--- config.mk ---
export PLATFORM = sky130hd
export DESIGN_NAME = wb_debug_arbiter
export DESIGN_NICKNAME = d
export VERILOG_FILES = /design/src/rtl/wb_pkg.sv /design/src/rtl/wb_timeout_counter.sv /design/src/rtl/wb_debug_arbiter.sv
export SDC_FILE = /design/constraint.sdc
export NUM_CORES = 1
export LEC_CHECK = 0
export ABC_AREA = 1
export CAP_MARGIN = 20
export CORE_MARGIN = 2
export CORE_UTILIZATION = 26
export DETAILED_ROUTE_END_ITERATION = 10
export GPL_TIMING_DRIVEN = 0
export PLACE_DENSITY = 0.87
export SETUP_SLACK_MARGIN = 0.1
export SKIP_CTS_REPAIR_TIMING = 1
export SLEW_MARGIN = 0
export SYNTH_ARGS = -nofsm -noshare
export SYNTH_HDL_FRONTEND = slang
export SYNTH_SLANG_ARGS = --single-unit
--- constraint.sdc ---
create_clock -name clk_i -period 2.01 [get_ports clk_i]
set_input_delay 0.402 -clock clk_i [delete_from_list [all_inputs] [get_ports clk_i]]
set_output_delay 0.402 -clock clk_i [all_outputs]
set_load 0.05 [all_outputs]
--- src/rtl/wb_pkg.sv ---
`default_nettype none
// ============================================================================
// Module      : wb_pkg
// Description : Shared constants for the two-master Wishbone debug arbiter.
//               Holds the FSM state encodings, the master index constants
//               and the bit position of the halt flag in gdb_ctrl.
// Revision    : 1.0 - initial release
// ============================================================================
package wb_pkg;

    // Arbiter FSM state encodings
    localparam logic [1:0] c_st_idle    = 2'd0;
    localparam logic [1:0] c_st_own_cpu = 2'd1;
    localparam logic [1:0] c_st_own_gdb = 2'd2;
    localparam logic [1:0] c_st_abort   = 2'd3;

    // Master indices
    localparam logic c_cpu = 1'b0;
    localparam logic c_gdb = 1'b1;

    // gdb_ctrl bit that reports "core halted, debug mode active"
    localparam int c_dbg_halt = 1;

    // One-hot grant vector for a master index
    function automatic logic [1:0] f_onehot(input logic idx);
        return idx ? 2'b10 : 2'b01;
    endfunction

endpackage
`default_nettype wire

--- src/rtl/wb_timeout_counter.sv ---
`default_nettype none
// ============================================================================
// Module      : wb_timeout_counter
// Description : Counts cycles of an unacknowledged strobe. Produces a
//               combinational expire pulse in the cycle where the count has
//               reached the limit while still enabled.
// Ports       : clk       - system clock
//               rst       - synchronous active-high reset
//               i_clr     - clear the count (ack seen or strobe low)
//               i_en      - count this cycle (strobe high, no ack)
//               i_limit   - expiry threshold
//               o_expire  - high when the enabled count equals the limit
// Revision    : 1.0 - initial release
// ============================================================================
module wb_timeout_counter #(
    parameter int TW = 8
) (
    input  logic          clk,
    input  logic          rst,
    input  logic          i_clr,
    input  logic          i_en,
    input  logic [TW-1:0] i_limit,
    output logic          o_expire
);

    logic [TW-1:0] r_cnt;
    logic          w_hit;

    assign w_hit    = (r_cnt == i_limit);
    // A clear in the same cycle (ack arrived) always suppresses expiry.
    assign o_expire = i_en & ~i_clr & w_hit;

    always_ff @(posedge clk) begin
        if (rst || i_clr) begin
            r_cnt <= '0;
        end else if (i_en && !w_hit) begin
            r_cnt <= r_cnt + 1'b1;
        end
    end

endmodule
`default_nettype wire

--- src/rtl/wb_debug_arbiter.sv ---
`default_nettype none
// ============================================================================
// Module      : wb_debug_arbiter
// Description : Two-master Wishbone arbiter sharing one 16-bit slave port
//               between the CPU (master 0) and the GDB engine (master 1).
//               Round-robin on ties, GDB-only while the core is halted,
//               no preemption of an active cycle, and a timeout that aborts
//               hung cycles with a single-cycle error pulse.
// Ports       : clk_i, rst_i         - clock, synchronous active-high reset
//               gdb_ctrl_i[1:0]      - bit 1 = core halted / debug mode
//               m0_* / m1_*          - CPU / GDB master ports
//               wb_*                 - shared slave port
//               grant_o[1:0]         - registered one-hot current owner
// Revision    : 1.0 - initial release
// ============================================================================
module wb_debug_arbiter
    import wb_pkg::*;
#(
    parameter int            TW      = 8,
    parameter logic [TW-1:0] TIMEOUT = 8'd255
) (
    input  logic        clk_i,
    input  logic        rst_i,
    input  logic [1:0]  gdb_ctrl_i,
    // CPU master
    input  logic        m0_cyc_i,
    input  logic        m0_stb_i,
    input  logic        m0_we_i,
    input  logic [31:0] m0_adr_i,
    input  logic [15:0] m0_dat_i,
    input  logic [1:0]  m0_sel_i,
    output logic [15:0] m0_dat_o,
    output logic        m0_ack_o,
    output logic        m0_err_o,
    // GDB master
    input  logic        m1_cyc_i,
    input  logic        m1_stb_i,
    input  logic        m1_we_i,
    input  logic [31:0] m1_adr_i,
    input  logic [15:0] m1_dat_i,
    input  logic [1:0]  m1_sel_i,
    output logic [15:0] m1_dat_o,
    output logic        m1_ack_o,
    output logic        m1_err_o,
    // Slave port
    output logic        wb_cyc_o,
    output logic        wb_stb_o,
    output logic        wb_we_o,
    output logic [31:0] wb_adr_o,
    output logic [15:0] wb_dat_o,
    output logic [1:0]  wb_sel_o,
    input  logic [15:0] wb_dat_i,
    input  logic        wb_ack_i,
    // Debug visibility
    output logic [1:0]  grant_o
);

    logic [1:0]  r_state, w_state_nxt;
    logic        r_owner, w_owner_nxt;
    logic        r_last,  w_last_nxt;
    logic [1:0]  r_grant, w_grant_nxt;

    logic        w_owning;
    logic        w_own_cyc, w_own_stb, w_own_we;
    logic [31:0] w_own_adr;
    logic [15:0] w_own_dat;
    logic [1:0]  w_own_sel;
    logic        w_cnt_en;
    logic        w_expire;
    logic        w_halt;
    logic        w_unused_ctrl0;

    assign w_halt         = gdb_ctrl_i[c_dbg_halt];
    assign w_unused_ctrl0 = gdb_ctrl_i[0];

    // ------------------------------------------------------------------
    // Owner-side mux
    // ------------------------------------------------------------------
    assign w_owning  = (r_state == c_st_own_cpu) || (r_state == c_st_own_gdb);
    assign w_own_cyc = (r_owner == c_gdb) ? m1_cyc_i : m0_cyc_i;
    assign w_own_stb = (r_owner == c_gdb) ? m1_stb_i : m0_stb_i;
    assign w_own_we  = (r_owner == c_gdb) ? m1_we_i  : m0_we_i;
    assign w_own_adr = (r_owner == c_gdb) ? m1_adr_i : m0_adr_i;
    assign w_own_dat = (r_owner == c_gdb) ? m1_dat_i : m0_dat_i;
    assign w_own_sel = (r_owner == c_gdb) ? m1_sel_i : m0_sel_i;

    // IDLE and ABORT present a fully quiet slave bus.
    assign wb_cyc_o = w_owning & w_own_cyc;
    assign wb_stb_o = w_owning & w_own_stb;
    assign wb_we_o  = w_owning & w_own_we;
    assign wb_adr_o = w_owning ? w_own_adr : '0;
    assign wb_dat_o = w_owning ? w_own_dat : '0;
    assign wb_sel_o = w_owning ? w_own_sel : '0;

    assign m0_dat_o = w_owning ? wb_dat_i : '0;
    assign m1_dat_o = w_owning ? wb_dat_i : '0;

    assign m0_ack_o = w_owning & (r_owner == c_cpu) & wb_ack_i;
    assign m1_ack_o = w_owning & (r_owner == c_gdb) & wb_ack_i;
    assign m0_err_o = w_owning & (r_owner == c_cpu) & w_expire;
    assign m1_err_o = w_owning & (r_owner == c_gdb) & w_expire;

    assign grant_o  = r_grant;

    // ------------------------------------------------------------------
    // Timeout counter: runs only while the owner strobes without ack.
    // ------------------------------------------------------------------
    assign w_cnt_en = wb_stb_o & ~wb_ack_i;

    wb_timeout_counter #(
        .TW (TW)
    ) u_timeout (
        .clk      (clk_i),
        .rst      (rst_i),
        .i_clr    (~w_cnt_en),
        .i_en     (w_cnt_en),
        .i_limit  (TIMEOUT),
        .o_expire (w_expire)
    );

    // ------------------------------------------------------------------
    // FSM
    // ------------------------------------------------------------------
    always_ff @(posedge clk_i) begin
        if (rst_i) begin
            r_state <= c_st_idle;
            r_owner <= c_cpu;
            r_last  <= c_gdb;
            r_grant <= 2'b00;
        end else begin
            r_state <= w_state_nxt;
            r_owner <= w_owner_nxt;
            r_last  <= w_last_nxt;
            r_grant <= w_grant_nxt;
        end
    end

    always_comb begin
        w_state_nxt = r_state;
        w_owner_nxt = r_owner;
        w_last_nxt  = r_last;
        w_grant_nxt = r_grant;

        case (r_state)
            c_st_idle: begin
                if (w_halt) begin
                    // Halted core: only the debugger may use the bus.
                    if (m1_cyc_i) begin
                        w_owner_nxt = c_gdb;
                    end
                end else if (m0_cyc_i && m1_cyc_i) begin
                    // Tie: whoever did not own the bus last time wins.
                    w_owner_nxt = (r_last == c_gdb) ? c_cpu : c_gdb;
                end else if (m0_cyc_i) begin
                    w_owner_nxt = c_cpu;
                end else if (m1_cyc_i) begin
                    w_owner_nxt = c_gdb;
                end

                if ((w_halt && m1_cyc_i) || (!w_halt && (m0_cyc_i || m1_cyc_i))) begin
                    w_state_nxt = (w_owner_nxt == c_gdb) ? c_st_own_gdb : c_st_own_cpu;
                    w_grant_nxt = f_onehot(w_owner_nxt);
                end
            end

            c_st_own_cpu, c_st_own_gdb: begin
                if (!w_own_cyc) begin
                    w_state_nxt = c_st_idle;
                    w_last_nxt  = r_owner;
                    w_grant_nxt = 2'b00;
                end else if (w_expire) begin
                    w_state_nxt = c_st_abort;
                end
            end

            c_st_abort: begin
                if (!w_own_cyc) begin
                    w_state_nxt = c_st_idle;
                    w_last_nxt  = r_owner;
                    w_grant_nxt = 2'b00;
                end
            end

            default: begin
                w_state_nxt = c_st_idle;
                w_grant_nxt = 2'b00;
            end
        endcase
    end

endmodule
`default_nettype wire

# Yosys cells after proc, flatten, opt, wreduce, memory -nomap -nowiden
# Cells that the tools add are included.
[op_classes] n_eq_ne=8 magnitude_cmp=0 add_sub_neg=1 bitwise=15 n_mul=0 muxes=23 reduce_logical=16 shifts=0 div_mod_pow=0
[op_table] op="$mux 32" count=2
[op_table] op="$mux 16" count=3
[op_table] op="$mux 2" count=7
[op_table] op="$and 1x1->1" count=11
[op_table] op="$mux 1" count=9
[op_table] op="$add 8x1->8 const B" count=1
[op_table] op="$eq 8x8->1 const B" count=1
[op_table] op="$ne 2x2->1 const B" count=3
[op_table] op="$pmux 2 s3" count=1
[op_table] op="$eq 2x2->1 const B" count=2
[op_table] op="$logic_and 1x1->1" count=4
[op_table] op="$logic_or 1x1->1" count=4
[op_table] op="$not 1->1" count=4
[op_table] op="$pmux 2 s2" count=1
[op_table] op="$reduce_and 2->1" count=2
[op_table] op="$ne 3x3->1 const B" count=1
[op_table] op="$reduce_and 3->1" count=1
[op_table] op="$reduce_or 3->1" count=1
[op_table] op="$eq 2x1->1 const B" count=1
[op_table] op="$logic_not 1->1" count=2
[op_table] op="$logic_not 2->1" count=1
[op_table] op="$reduce_or 2->1" count=1
[totals] wordCells=68 in_bits=127 ram_bits=0 mem_count=0 regBits=14 latch_bits=0 out_inout_bits=91 rom_bits=0

# Longest topological paths before layout
# Gate-level depths: netlist of the first run.
[logic_depth] word_depth=8 depth_mapped=10 mapped_depth_nobuf=10

# Hierarchy
# Synthesis of the first run repeated with hierarchy kept, for this count alone.
[hier_totals] hier_cells=277 area_unflattened_um2=1809.2
[modules_own_cells] mod="wb_debug_arbiter" cells_each=182 n_inst=1 area_each_um2=1233.7 seq_area_each_um2=120.1
[modules_own_cells] mod="wb_timeout_counter" cells_each=95 n_inst=1 area_each_um2=575.6 seq_area_each_um2=160.2

# Worst setup path after synthesis of the first run
# Ideal clock, no wire load.
[synth_path] path_type="reg2out" startpoint="register r_state[0]" endpoint="output port m0_err_o" slack_ns=-0.241 path_buffers=1 t_arrival_ns=1.849 stages_incl_launch_ff=8 required_time_ns=1.608 path_cell_list="dfxtp_1 > inv_1 > ha_1 > inv_1 > nor2_2 > buf_2 > inv_1 > nor2_1"
[synth_between] elab_chain_len=6 word_cells_on_any_way=8 cone_classes="2 x eq/ne; 5 x bitwise; 1 x reduce/logical"
[synth_rtl] item="from (decl)" line="wb_debug_arbiter.sv:58" rtl="logic [1:0] r_state, w_state_nxt;"
[synth_rtl] item="from (signal assigned)" line="wb_debug_arbiter.sv:126" rtl="r_state <= c_st_idle;"
[synth_rtl] item="from (signal assigned)" line="wb_debug_arbiter.sv:131" rtl="r_state <= w_state_nxt;"
[synth_rtl] item="$eq 2x1->1 or $eq 2x2->1 (tied branches)" line="wb_debug_arbiter.sv:79" rtl="assign w_owning = (r_state == c_st_own_cpu) || (r_state == c_st_own_gdb);"
[synth_rtl] item="$logic_or 1x1->1 (*)" line="wb_debug_arbiter.sv:79"
[synth_rtl] item="$and 1x1->1" line="wb_debug_arbiter.sv:89" rtl="assign wb_stb_o = w_owning & w_own_stb;"
[synth_rtl] item="$and 1x1->1" line="wb_debug_arbiter.sv:108" rtl="assign w_cnt_en = wb_stb_o & ~wb_ack_i;"
[synth_rtl] item="$and 1x1->1" line="wb_timeout_counter.sv:31" rtl="assign o_expire = i_en & ~i_clr & w_hit;"
[synth_rtl] item="$and 1x1->1 (*)" line="wb_debug_arbiter.sv:100" rtl="assign m0_err_o = w_owning & (r_owner == c_cpu) & w_expire;"
[synth_rtl] item="to (decl)" line="wb_debug_arbiter.sv:34" rtl="output logic m0_err_o,"
# Every way passes the cells marked *; elsewhere a longest branch is shown, timed or not.

# Final worst setup path of the first run
[layout_path] startpoint="register r_state[1]" endpoint="output port wb_dat_o[5]"
[layout_between] elab_chain_len=3 word_cells_on_any_way=4 cone_classes="2 x eq/ne; 1 x mux; 1 x reduce/logical"
[layout_rtl] item="$eq 2x1->1 or $eq 2x2->1 (tied branches)" line="wb_debug_arbiter.sv:79"
[layout_rtl] item="$logic_or 1x1->1 (*)" line="wb_debug_arbiter.sv:79"
[layout_rtl] item="$mux 16 (*)" line="wb_debug_arbiter.sv:92" rtl="assign wb_dat_o = w_owning ? w_own_dat : '0;"
[layout_rtl] item="to (decl)" line="wb_debug_arbiter.sv:50" rtl="output logic [15:0] wb_dat_o,"
# Marked as above.

==> flow_summary.json, run 1 <==
{
  "min_path_cells": 2,
  "n_fill_cell": 534,
  "r2r_end": "u_timeout.r_cnt[5]$_SDFFE_PP0P_",
  "nets": 613,
  "initial_core_util": 0.268,
  "wl_mm": 8.92,
  "layout-drive-gt1-share": 0.428,
  "synthesis.area_um2": 1690,
  "cap_viol_max_count": 0,
  "clkTransAtPathRegs_ps": 60,
  "clkPwrFrac": 0.036,
  "cts_buffers": 3,
  "place.port_buffers": 216,
  "diodes": 0,
  "vias": 2606,
  "dpl_cell_area_um2": 4160,
  "muxShareOfSynthArea": 0,
  "status": "finished, violations left",
  "start_kind": "flop",
  "syn_avg_cell_area_um2": 6.74,
  "cts_buffer_depth": 2,
  "holdPathEnd": "grant_o[0]$_SDFFE_PP0P_",
  "synth-adder-area-share": 0.0296,
  "hpwl_mm": 7.55,
  "hold_viol": 0,
  "final_util": 0.704,
  "grt_max_degree": 11,
  "core_um2": 6310,
  "synth_compound_area_frac": 0.331,
  "r2r_setup_slack_ps": 410,
  "design_area_um2": 4440,
  "drcViolationCount": 0,
  "synthSimpleGateAreaFrac": 0.255,
  "pwr-share-seq": 0.049,
  "ff2ff_path_depth": 9,
  "synth_cells": 251,
  "via_per_inst": 4.67,
  "h-tree-depth": 1,
  "fin_crit_ps": 2150,
  "drtPass1Iterations": 4,
  "fin_ws_ps": -144,
  "synth_top_cell_area_share": 0.264,
  "syn2layout_area_growth_pct": 163,
  "finalSetupViolCount": 63,
  "min_path_type": "flop to flop",
  "rows": 29,
  "grt_pass1_wl_mm": 12.8,
  "rsz0062_at_grt": "true",
  "cp-end-kind": "output pin",
  "internal_power_uw": 3290,
  "synth-seq-cells": 14,
  "failed_checks": "negative setup slack",
  "r2r-start": "r_state[1]$_SDFFE_PP0P_",
  "period_share": 1.07,
  "crit_arrival_ps": 1750,
  "power_leakage_uw": 0.00206,
  "ys_async_sr_fraction": 0,
  "ant_nets": 0,
  "ctsRootBufferMaster": "clkbuf_8",
  "gp_congestion": 0.874,
  "sw_frac_of_total": 0.588,
  "hold_ws_ps": 469,
  "syn_nets": 382,
  "tns_ps": -6230,
  "drtIter0Drc": 62,
  "io_pins": 218,
  "cts_tree": "built",
  "power_switching_uw": 4690,
  "synth_area_leaders": "a22o_1 26%, dfxtp_1 17%, nand2_1 12%, inv_1 8.2%, buf_4 7.5%",
  "gr-total-overflow": 0,
  "ys_top_cells_by_count": "56 x nand2_1, 51 x a22o_1, 37 x inv_1",
  "die_width_um": 84.7,
  "cts_sinks": 14,
  "fin_skew_ps": 1.78,
  "yosysSeqAreaShare": 0.166,
  "max_freq_mhz": 464,
  "synth.distinct_cells": 31,
  "clk_latency_ps": 250,
  "irDropWorstVdd_uv": 1290,
  "synth_edf_count": 0,
  "tightestPinTransition_ps": 501,
  "worst-setup-path-type": "flop to output pin",
  "die_area_um2": 7170,
  "grt_use_total": 0.224,
  "yosys_warnings": 0,
  "power.density_nw_per_um2": 1800,
  "synth-xor-area-share": 0.0155,
  "grt_pass1_vias": 2537,
  "yosysMostFrequentCell": "nand2_1",
  "slew_violations": 0,
  "relSlewSlack": 0.665,
  "required_ps": 1610,
  "synth_top_family_by_area": "compound AO/OA/AOI/OAI gates",
  "synth_ff_type": "dfxtp_1",
  "min_from": "grant_o[0]$_SDFFE_PP0P_",
  "synth_top_area_cell": "a22o_1",
  "routedWlPerCell_um": 16.0,
  "die_y_um": 84.7,
  "power.total_uw": 7980,
  "antenna_found_initial": 0,
  "p_comb_frac": 0.916,
  "critical_path.max_fanout": 7
}
power by group through the flow:
stage,registers [uW],clock network [uW],logic (uW)
final,388,284,7310
after global placement,378,0,6680
after CTS,374,287,6750
after floorplan,421,0,4570
after detailed placement,381,0,6720
after global routing,394,305,7590
critical path, cell delays in order, from the launching register on:
cell,delay [ps]
dfxtp_2,350
inv_2,60
ha_4,290
inv_4,50
nor2_4,230
buf_6,160
a22o_1,170
buf_6,180
placed cells by master, fill, tap and decap left out, drive strengths merged, types with 9 or more instances in the layout:
cell and instances:
nand2 61, nand3 9, nor2 17, clkbuf 12, dfxtp 14, buf 118, clkdlybuf4s50 127, a22o 51
a21oi 11, clkinvlp 10, inv 33
flip-flops by register name, indices dropped and copies added, names as in the netlist:
signal and flops:
r_state 2, u_timeout.r_cnt 8, r_owner 1, r_last 1, grant_o 2
kinds of logic (layout without fill, tap and decap cells):
group / after synthesis / count (layout)
compound gates: 69 / 69
xor+xnor: 3 / 3
fa+ha+maj: 4 / 4
buf+inv: 71 / 300
flops: 14 / 14
simple gates: 90 / 91
worst max path at each step:
stage | start | endpoint | slack, ps | cells after the start
global placement | r_state[1]$_SDFFE_PP0P_ | m0_err_o | -790 | 8
floorplan | r_state[1]$_SDFFE_PP0P_ | wb_adr_o[0] | 60 | 6
detailed placement | r_state[1]$_SDFFE_PP0P_ | wb_adr_o[12] | -800 | 7
global route | r_state[1]$_SDFFE_PP0P_ | wb_adr_o[0] | -220 | 7
finish | r_state[1]$_SDFFE_PP0P_ | wb_dat_o[5] | -140 | 7
CTS | r_state[1]$_SDFFE_PP0P_ | wb_adr_o[12] | -1100 | 7
per-layer routing:
| metal | track usage | up-vias | wire length (um) |
|---|---|---|---|
| met5 | 0 | - | 0 |
| met4 | 0.107 | 0 | 389 |
| met3 | 0.0590 | 20 | 652 |
| met2 | 0.403 | 140 | 4680 |
| met1 | 0.243 | 1152 | 3200 |
| li1 | - | 1294 | - |
stage by stage:
stage,cells,setup WS [ps]
after CTS,548,-1100
after floorplan,251,57.8
after global routing,558,-224
final,558,-144
after detailed placement,544,-801
after global placement,544,-791
area by class of cell:
| type | instances | area, um2 | share of cell area |
|---|---|---|---|
| tap | 77 | 96.3 | 0.0217 |
| buffer | 28 | 335 | 0.0755 |
| timing repair buffer | 225 | 2250 | 0.506 |
| multi-input combinational | 167 | 1210 | 0.273 |
| clock buffer | 4 | 55.1 | 0.0124 |
| inverter | 43 | 211 | 0.0476 |
| sequential | 14 | 285 | 0.0642 |
No activity file was read; power rests on OpenSTA's default activity.
==> inputs of run 2 (changes only) <==
- CORE_MARGIN: 2 -> 10
==> run 2 against run 1 <==
Effect of this change:
- the run still ends with negative setup slack left
- sequential power grew 2%
- critical path depth is the same
- count of clock-buffer cells in the layout is the same
- cell count grew 2.5%
- register-to-register slack is essentially flat
- sequential share of layout area shrank 0.34 points
- flip-flop and latch count is the same
- clock power is essentially flat
- core utilization grew 3.6 points
- first-iteration DRC count grew 55%
- combinational power grew 7.3%
- via count grew 4.4%
- highest routed layer unchanged
==> flow_summary.json, run 2 (synthesis results as in run 1) <==
{
  "fin_crit_ps": 2300,
  "regMostFlops": "u_timeout.r_cnt",
  "min_path_type": "flop to flop",
  "layout-drive-gt1-share": 0.444,
  "cts_buffers": 3,
  "power.total_uw": 8520,
  "gp_congestion": 0.868,
  "rsz0062_at_grt": "true",
  "syn2layout_area_growth_pct": 178,
  "via_per_inst": 4.76,
  "initial_core_util": 0.266,
  "worst-setup-path-type": "flop to output pin",
  "power_leakage_uw": 0.00217,
  "cts_tree": "built",
  "drtIter0Drc": 96,
  "core_um2": 6350,
  "required_ps": 1610,
  "ant_nets": 0,
  "nets": 627,
  "vias": 2721,
  "io_pins": 218,
  "cap_viol_max_count": 0,
  "grt_pass1_vias": 2660,
  "die_width_um": 101,
  "fin_skew_ps": 4.09,
  "irDropWorstVdd_uv": 1410,
  "failed_checks": "negative setup slack",
  "die_area_um2": 10100,
  "crit_arrival_ps": 1890,
  "hold_ws_ps": 470,
  "clk_latency_ps": 250,
  "max_freq_mhz": 435,
  "cp-end-kind": "output pin",
  "grt_max_degree": 11,
  "hpwl_mm": 9.23,
  "grt_pass1_wl_mm": 15.0,
  "rows": 29,
  "drcViolationCount": 0,
  "cts_sinks": 14,
  "dpl_cell_area_um2": 4160,
  "antenna_found_initial": 0,
  "die_y_um": 101,
  "largest_reg_flops": 8,
  "routedWlPerCell_um": 19.8,
  "final_common_cell": "clkdlybuf4s50_1",
  "gr-total-overflow": 0,
  "design_area_um2": 4700,
  "status": "finished, violations left",
  "diodes": 0,
  "clkTransAtPathRegs_ps": 60,
  "cts_buffer_depth": 2,
  "relSlewSlack": 0.656,
  "grt_use_total": 0.187,
  "start_kind": "flop",
  "wl_mm": 11.3,
  "slew_violations": 0,
  "ctsRootBufferMaster": "clkbuf_8",
  "finalSetupViolCount": 75,
  "fin_ws_ps": -287,
  "power.density_nw_per_um2": 1810,
  "drtPass1Iterations": 4,
  "dp_slack_ps": -848,
  "hold_viol": 0,
  "dp.cells": 544,
  "final_cell_mix": "126 x clkdlybuf4s50_1, 81 x buf_6, 43 x nand2_1",
  "fin_cells": 572,
  "tightestPinTransition_ps": 514,
  "h-tree-depth": 1,
  "period_share": 1.14,
  "place.port_buffers": 216,
  "critical_path.max_fanout": 8
}
-- run 2: cell types whose count changed in the layout (fill, tap and decap cells not counted), moves of 2 or more --
cell / change
buf_8: +7
a22o_4: +5
a22o_1: -2
clkinvlp_4: +2
buf_6: +16
a22o_2: -3
nand2_2: -2
nand2_1: +2
inv_4: -2
clkbuf_4: -8
-- run 2: critical path: stages (launching register included) --
cell        delay, ps
dfxtp_2           350
inv_2              60
ha_4              260
nand2_8            90
clkinvlp_4        250
buf_6             220
a22o_4            260
buf_8             150
-- run 2: path summary, 6_finish.rpt --
path / start / endpoint / slack, ps / cells past startpoint
worst min-delay path: grant_o[1]$_SDFFE_PP0P_ / grant_o[1]$_SDFFE_PP0P_ / 470 / 2
worst min register to register: grant_o[1]$_SDFFE_PP0P_ / grant_o[1]$_SDFFE_PP0P_ / 470 / 2
worst max register to register: r_state[1]$_SDFFE_PP0P_ / u_timeout.r_cnt[4]$_SDFFE_PP0P_ / 400 / 9
worst max-delay path: r_state[0]$_SDFFE_PP0P_ / wb_adr_o[29] / -290 / 7
-- run 2: per-layer routing --
| layer | GRT usage | part of all wire | vias to the layer above |
|---|---|---|---|
| li1 | - | - | 1316 |
| met1 | 0.185 | 0.35 | 1238 |
| met2 | 0.343 | 0.52 | 153 |
| met3 | 0.0974 | 0.11 | 14 |
| met4 | 0.0239 | 0.013 | 0 |
| met5 | 0 | 0 | - |
-- run 2: metrics by stage --
stage	utilization	TNS [ps]
CTS	0.664	-77540
detailed placement	0.655	-52980
global route	0.740	-19710
global placement	0.655	-48980
finish	0.740	-13840
floorplan	-	0
-- run 2: area by class of cell --
type / instances / area, um2
Clock buffer: 4 / 55.1
Inverter: 43 / 208
Fill cell: 458 / 1650
Buffer: 28 / 330
Timing Repair inverter: 1 / 7.51
Timing Repair Buffer: 239 / 2480
Sequential cell: 14 / 285
Tap cell: 77 / 96.3
Multi-Input combinational cell: 166 / 1240
-- run 2: where the power goes --
| group | switching (uW) | internal (uW) |
|---|---|---|
| combinational | 4690 | 3160 |
| clock | 111 | 174 |
| sequential | 65.1 | 332 |
==> inputs of run 3 (changes only) <==
- CTS_BUF_LIST: not set -> sky130_fd_sc_hd__clkbuf_2 sky130_fd_sc_hd__clkbuf_4 sky130_fd_sc_hd__clkbuf_8
==> results of run 3 <==
Final layout, timing and power as in run 2 (identical DEF).
